**config.mk**
```make
export PLATFORM = sky130hd
export DESIGN_NAME = decode_issue_ctrl_flat
export DESIGN_NICKNAME = d
export VERILOG_FILES = /design/src/rtl/decode_issue_ctrl_pkg.sv /design/src/rtl/decode_issue_ctrl_if.sv /design/src/rtl/decode_issue_ctrl_ibuf_fifo2.sv /design/src/rtl/decode_issue_ctrl.sv /design/src/flat_wrapper.sv
export SDC_FILE = /design/constraint.sdc
export NUM_CORES = 1
export LEC_CHECK = 0
export ABC_CLOCK_PERIOD_IN_PS = 4700
export CORE_MARGIN = 2
export CORE_UTILIZATION = 45
export CTS_CLUSTER_SIZE = 16
export DETAILED_ROUTE_END_ITERATION = 7
export PLACE_DENSITY = 0.7
export SYNTH_ARGS = -nofsm -noshare
export SYNTH_HDL_FRONTEND = slang
export SYNTH_HIERARCHICAL = 1
export SYNTH_SLANG_ARGS = --single-unit
```
**constraint.sdc**
```tcl
create_clock -name clk -period 4.7 [get_ports clk]
set_clock_uncertainty 0.1 [all_clocks]
set_input_delay 0.94 -clock clk [delete_from_list [all_inputs] [get_ports clk]]
set_output_delay 0.94 -clock clk [all_outputs]
set_load 0.05 [all_outputs]
```
**src/rtl/decode_issue_ctrl_pkg.sv**
```systemverilog
// Shared core defines: opcodes, NOP encoding, buffer depth and
// source-register usage helpers for the decode/issue controller.
package decode_issue_ctrl_pkg;

    localparam logic [6:0] OP_R       = 7'b0110011;
    localparam logic [6:0] OP_I_IMME  = 7'b0010011;
    localparam logic [6:0] OP_I_LOAD  = 7'b0000011;
    localparam logic [6:0] OP_S       = 7'b0100011;
    localparam logic [6:0] OP_B       = 7'b1100011;
    localparam logic [6:0] OP_U_LUI   = 7'b0110111;
    localparam logic [6:0] OP_U_AUIPC = 7'b0010111;
    localparam logic [6:0] OP_J_JAL   = 7'b1101111;
    localparam logic [6:0] OP_J_JALR  = 7'b1100111;

    localparam logic [31:0] NOP_INSTR = 32'h00000013;
    localparam int unsigned IBUF_DEPTH = 2;

    function automatic logic uses_rs1(input logic [6:0] op);
        return (op == OP_R) || (op == OP_I_IMME) || (op == OP_I_LOAD) ||
               (op == OP_S) || (op == OP_B) || (op == OP_J_JALR);
    endfunction

    function automatic logic uses_rs2(input logic [6:0] op);
        return (op == OP_R) || (op == OP_S) || (op == OP_B);
    endfunction

endpackage

```
**src/rtl/decode_issue_ctrl_if.sv**
```systemverilog
// Fetch/issue/execute handshake bundle for decode_issue_ctrl.
// master drives fetch and downstream inputs; slave is the controller.
interface decode_issue_ctrl_if;

    logic        if_valid;
    logic [31:0] if_instr;
    logic [31:0] if_pc;
    logic        if_ready;
    logic        issue_valid;
    logic [31:0] issue_instr;
    logic [31:0] issue_pc;
    logic        issue_ready;
    logic        ex_load_valid;
    logic [4:0]  ex_load_rd;
    logic        flush;
    logic        hazard_stall;

    modport master (
        output if_valid, if_instr, if_pc, issue_ready,
        output ex_load_valid, ex_load_rd, flush,
        input  if_ready, issue_valid, issue_instr, issue_pc, hazard_stall
    );

    modport slave (
        input  if_valid, if_instr, if_pc, issue_ready,
        input  ex_load_valid, ex_load_rd, flush,
        output if_ready, issue_valid, issue_instr, issue_pc, hazard_stall
    );

endinterface

```
**src/rtl/decode_issue_ctrl_ibuf_fifo2.sv**
```systemverilog
// Two-entry in-order instruction buffer (ibuf_fifo2) with 1-bit
// pointers; head shows NOP/pc 0 when empty.
module ibuf_fifo2
    import decode_issue_ctrl_pkg::*;
(
    input  logic        clk,
    input  logic        rst_n,
    input  logic        push,
    input  logic        pop,
    input  logic        flush,
    input  logic [31:0] push_instr,
    input  logic [31:0] push_pc,
    output logic [1:0]  count,
    output logic [31:0] head_instr,
    output logic [31:0] head_pc
);

    logic [31:0] mem_instr [IBUF_DEPTH];
    logic [31:0] mem_pc    [IBUF_DEPTH];
    logic        wr_ptr;
    logic        rd_ptr;

    always_ff @(posedge clk or negedge rst_n) begin
        if (!rst_n) begin
            count        <= 2'd0;
            wr_ptr       <= 1'b0;
            rd_ptr       <= 1'b0;
            mem_instr[0] <= NOP_INSTR;
            mem_instr[1] <= NOP_INSTR;
            mem_pc[0]    <= 32'd0;
            mem_pc[1]    <= 32'd0;
        end else if (flush) begin
            count  <= 2'd0;
            wr_ptr <= 1'b0;
            rd_ptr <= 1'b0;
        end else begin
            if (push) begin
                mem_instr[wr_ptr] <= push_instr;
                mem_pc[wr_ptr]    <= push_pc;
                wr_ptr            <= ~wr_ptr;
            end
            if (pop) begin
                rd_ptr <= ~rd_ptr;
            end
            unique case ({push, pop})
                2'b10:   count <= count + 2'd1;
                2'b01:   count <= count - 2'd1;
                default: count <= count;
            endcase
        end
    end

    assign head_instr = (count == 2'd0) ? NOP_INSTR : mem_instr[rd_ptr];
    assign head_pc    = (count == 2'd0) ? 32'd0 : mem_pc[rd_ptr];

endmodule

```
**src/rtl/decode_issue_ctrl.sv**
```systemverilog
// Decode/issue controller: buffered fetch handshake plus load-use
// interlock, compiled in only when HAZARD_CHECK_EN is defined.
module decode_issue_ctrl
    import decode_issue_ctrl_pkg::*;
(
    input  logic                 clk,
    input  logic                 rst_n,
    decode_issue_ctrl_if.slave   bus
);

    logic [1:0]  count;
    logic [31:0] head_instr;
    logic [31:0] head_pc;
    logic        push;
    logic        pop;
    logic        stall;
    logic        not_empty;

    assign not_empty   = (count != 2'd0);
    assign bus.if_ready = (count != 2'(IBUF_DEPTH)) && !bus.flush;
    assign push        = bus.if_valid && bus.if_ready;
    assign pop         = bus.issue_valid && bus.issue_ready;

    ibuf_fifo2 u_ibuf (
        .clk        (clk),
        .rst_n      (rst_n),
        .push       (push),
        .pop        (pop),
        .flush      (bus.flush),
        .push_instr (bus.if_instr),
        .push_pc    (bus.if_pc),
        .count      (count),
        .head_instr (head_instr),
        .head_pc    (head_pc)
    );

`ifdef HAZARD_CHECK_EN
    logic [6:0] opcode;
    logic       rs1_hit;
    logic       rs2_hit;

    assign opcode  = head_instr[6:0];
    assign rs1_hit = uses_rs1(opcode) &&
                     (head_instr[19:15] == bus.ex_load_rd);
    assign rs2_hit = uses_rs2(opcode) &&
                     (head_instr[24:20] == bus.ex_load_rd);
    assign stall   = not_empty && bus.ex_load_valid &&
                     (bus.ex_load_rd != 5'd0) && (rs1_hit || rs2_hit);
`else
    logic unused_load;
    assign unused_load = ^{bus.ex_load_valid, bus.ex_load_rd};
    assign stall       = 1'b0;
`endif

    assign bus.hazard_stall = stall;
    assign bus.issue_valid  = not_empty && !stall && !bus.flush;
    assign bus.issue_instr  = head_instr;
    assign bus.issue_pc     = head_pc;

endmodule

```
**src/flat_wrapper.sv**
```systemverilog
// flat-port wrapper written by rule: the top's interface ports become plain ports
module decode_issue_ctrl_flat import decode_issue_ctrl_pkg::*;
  (clk, rst_n, bus_if_valid, bus_if_instr, bus_if_pc, bus_issue_ready, bus_ex_load_valid, bus_ex_load_rd, bus_flush, bus_if_ready, bus_issue_valid, bus_issue_instr, bus_issue_pc, bus_hazard_stall);
  decode_issue_ctrl_if bus_i ();
  input  logic clk;
  input  logic rst_n;
  input wire logic [$bits(bus_i.if_valid)-1:0] bus_if_valid;
  input wire logic [$bits(bus_i.if_instr)-1:0] bus_if_instr;
  input wire logic [$bits(bus_i.if_pc)-1:0] bus_if_pc;
  input wire logic [$bits(bus_i.issue_ready)-1:0] bus_issue_ready;
  input wire logic [$bits(bus_i.ex_load_valid)-1:0] bus_ex_load_valid;
  input wire logic [$bits(bus_i.ex_load_rd)-1:0] bus_ex_load_rd;
  input wire logic [$bits(bus_i.flush)-1:0] bus_flush;
  output wire logic [$bits(bus_i.if_ready)-1:0] bus_if_ready;
  output wire logic [$bits(bus_i.issue_valid)-1:0] bus_issue_valid;
  output wire logic [$bits(bus_i.issue_instr)-1:0] bus_issue_instr;
  output wire logic [$bits(bus_i.issue_pc)-1:0] bus_issue_pc;
  output wire logic [$bits(bus_i.hazard_stall)-1:0] bus_hazard_stall;
  assign bus_i.if_valid = bus_if_valid;
  assign bus_i.if_instr = bus_if_instr;
  assign bus_i.if_pc = bus_if_pc;
  assign bus_i.issue_ready = bus_issue_ready;
  assign bus_i.ex_load_valid = bus_ex_load_valid;
  assign bus_i.ex_load_rd = bus_ex_load_rd;
  assign bus_i.flush = bus_flush;
  assign bus_if_ready = bus_i.if_ready;
  assign bus_issue_valid = bus_i.issue_valid;
  assign bus_issue_instr = bus_i.issue_instr;
  assign bus_issue_pc = bus_i.issue_pc;
  assign bus_hazard_stall = bus_i.hazard_stall;
  decode_issue_ctrl u_core (.clk(clk), .rst_n(rst_n), .bus(bus_i));
endmodule
```
==> impl_metrics.ini <==
[min_path]
hp-class = register to register
holdPathStages = 1
hp-start = u_core/u_ibuf/mem_instr[20]
whs_endpoint = u_core/u_ibuf/mem_instr[20]

[sta]
maxSlewHeadroom_pct = 36.3
setup_tns_ns = 0
fin_crit_sh_pct = 80.4
worst_pin_slew_ns = 0.956
max_freq_mhz = 265
whs_ns = 0.402
slew_violations = 0
rsz0062_at_grt = false
finalCriticalPeriod_ns = 3.78
setup_viol = 0
hold_viol = 0

[setup_path]
endpoint_kind = primary output
required_ns = 3.66
crit_type = register to primary output
critPathLaunchType = register
critPathBufInv = 2
cp_top_family = buffers and inverters
r2r_start = u_core/u_ibuf/count[0]
worst-r2r-setup-slack_ns = 2.10
slowest_stage = dfrtp_4
timing.rr.end = u_core/u_ibuf/mem_instr[37]
cp.arrival_ns = 2.74
crit_path_max_fanout = 34
reg2reg_depth = 5
path_cells = buf_12, mux2i_1, nor2_1, clkdlybuf4s50_1
max_stage_delay_ns = 0.85

[global_routing]
overflow = 0
grt_max_degree = 106
grt_pass1_wl_mm = 21.9
grt_use_total_pct = 19.1
antenna_found_initial = 0
grt_pass1_vias = 4240

[clock_tree]
clkSlewWorstSetupHoldPaths_ns = 0.05
clockBufferDepth = 2
postCtsSetupRepairBufs = 0
clk-insertion-delay-late_ns = 0.42
cts_hold_buffers = 0
htree_num_levels = 4
cts-root-buf = clkbuf_16
cts_tree = built
post_cts_resized = 0
cts_sinks = 132
cts_made_buffers = 17

[die]
die_h_um = 122
rows = 43
design.die.area_um2 = 15000
core_um2 = 13800
die_x_um = 122
boundaryPins = 142
start_util_pct = 45.8

[yosys]
syn_inst = 439
syn_avg_cell_area_um2 = 14.4
synth.yosys.seq_area_share_pct = 52.5
synth.distinct_cells = 22
ys_ff_latch = 132
yosys_warnings = 6
synth.cell_area_um2 = 6300
syn_nets = 514

[placed_design]
dpl.cell_count = 731
place_congestion = 0.699
io_buffer_count = 134
dp_hpwl_mm = 8.20
place_area_um2 = 7690

[cells_and_area]
final_layout_size_suffix_gt1_share_pct = 30.2
syn2layout_area_growth_pct = 30.4
stdcell_count = 763
design_area_um2 = 8220
nNetsFinal = 645
antenna_cells = 0

[pwr]
p_leak_uw = 0.00346
power_frac_comb_pct = 33.0
p_int_uw = 2930
power.density_nw_per_um2 = 526
peakVddDrop_v = 0.000328
switching_power_uw = 1390
pwr-share-clk_pct = 27.7
seqPwrFrac_pct = 39.3
switching_share_pct = 32.1

[drt]
drt_pass1_iterations = 4
ant_nets = 0
vias_per_cell = 5.06
drt_drc_violations_left = 0
drt_iter0_drc = 234
vias = 3862
drt-total-wl_mm = 13.3
avgRoutedWirePerCell_um = 17.4

[job]
drv_cap = 0

[status]
status = finished clean
-- layer usage --
metal | vias to the layer above | global-route usage, % | share of wire [%]
met2 | 92 | 30.0 | 47
met4 | 0 | 8.41 | 2.1
li1 | 1781 | - | -
met1 | 1969 | 25.2 | 46
met3 | 20 | 4.65 | 4.6
met5 | - | 0 | 0
-- worst register-to-register path: cells and delay by family, from the launching register on --
family,cells,cell delay (ns)
flops,1,0.60
mux,1,0.41
simple gates,3,0.77
buf+inv,1,0.61
-- power by group through the flow --
stage / Combinational [uW] / Sequential [uW] / Clock [uW]
after floorplan: 1060 / 1640 / 0
after global placement: 1400 / 1690 / 0
after detailed placement: 1430 / 1720 / 0
after CTS: 1440 / 1700 / 1230
after global routing: 1520 / 1750 / 1280
final: 1430 / 1700 / 1200
-- cell families after synthesis --
kind of cell    share of synthesized area (%)
mux                                      36.6
flops                                    52.5
simple gates                             5.50
buf+inv                                  4.47
compound gates                          0.318
xor+xnor                                0.556
other cells                            0.0595
-- cells in the mapped netlist --
cell type  number  area (um2)
nor3_1          1        5.00
xnor2_1         3        26.3
dfstp_2         6         158
mux2_4         60         901
and3b_2         1        10.0
nand3b_1        1        7.51
nor2b_4         1        13.8
xor2_1          1        8.76
buf_6           7        78.8
mux2_2         68         766
buf_4           2        15.0
nor3b_2         3        37.5
clkbuf_1        2        7.51
nor2_1         67         251
o21ai_0         4        20.0
conb_1          1        3.75
buf_2          12        60.1
nor3b_1         2        15.0
mux2i_1        64         641
nor2_2          1        6.26
buf_12          6         120
dfrtp_1       126        3150
-- registers in the layout, summed over array words and instances (netlist names) --
register                 count
u_core/u_ibuf/count          2
u_core/u_ibuf/mem_instr     64
u_core/u_ibuf/wr_ptr         1
u_core/u_ibuf/mem_pc        64
u_core/u_ibuf/rd_ptr         1
-- cell type report --
class | instances | area, um2
Fill cell | 1123 | 5550
Timing Repair Buffer | 141 | 1420
Tap cell | 180 | 225
Clock buffer | 28 | 517
Sequential cell | 132 | 3310
Multi-Input combinational cell | 278 | 2730
Clock inverter | 4 | 20.0
-- worst max-delay path by stage --
stage	from	to	cells past startpoint
global route	u_core/u_ibuf/rd_ptr	bus_issue_instr[16]	4
floorplan	u_core/u_ibuf/count[0]	bus_issue_instr[0]	2
global placement	bus_flush	bus_if_ready	3
detailed placement	bus_flush	bus_if_ready	3
finish	u_core/u_ibuf/rd_ptr	bus_issue_instr[12]	4
CTS	u_core/u_ibuf/rd_ptr	bus_issue_instr[12]	4
-- per-stage QoR --
stage	power [uW]	util (%)	setup slack (ns)
final	4320	59.7	0.922
after global routing	4550	59.7	0.797
after CTS	4370	59.7	0.904
after detailed placement	3150	55.8	1.03
after global placement	3090	55.8	1.06
after floorplan	2700	-	1.97
-- cells in the final DEF, fill, tap and decap left out --
cell and count:
nor3b_1 2, xor2_1 1, clkdlybuf4s50_1 133, clkbuf_1 6, buf_6 1, clkinv_2 4, mux2_2 68, clkbuf_8 5
mux2_4 60, nor2_2 1, buf_12 2, and3b_2 1, nand3b_1 1, mux2i_1 64, xnor2_1 3, nor3b_2 2
buf_4 5, dfstp_2 6, dfrtp_4 1, nor2_1 66, nor2_4 1, nor2b_4 1, nor3b_4 1, o21ai_0 4
nor3_1 1, conb_1 1, clkbuf_16 17, dfrtp_1 125
No activity file was read; power rests on OpenSTA's default activity.
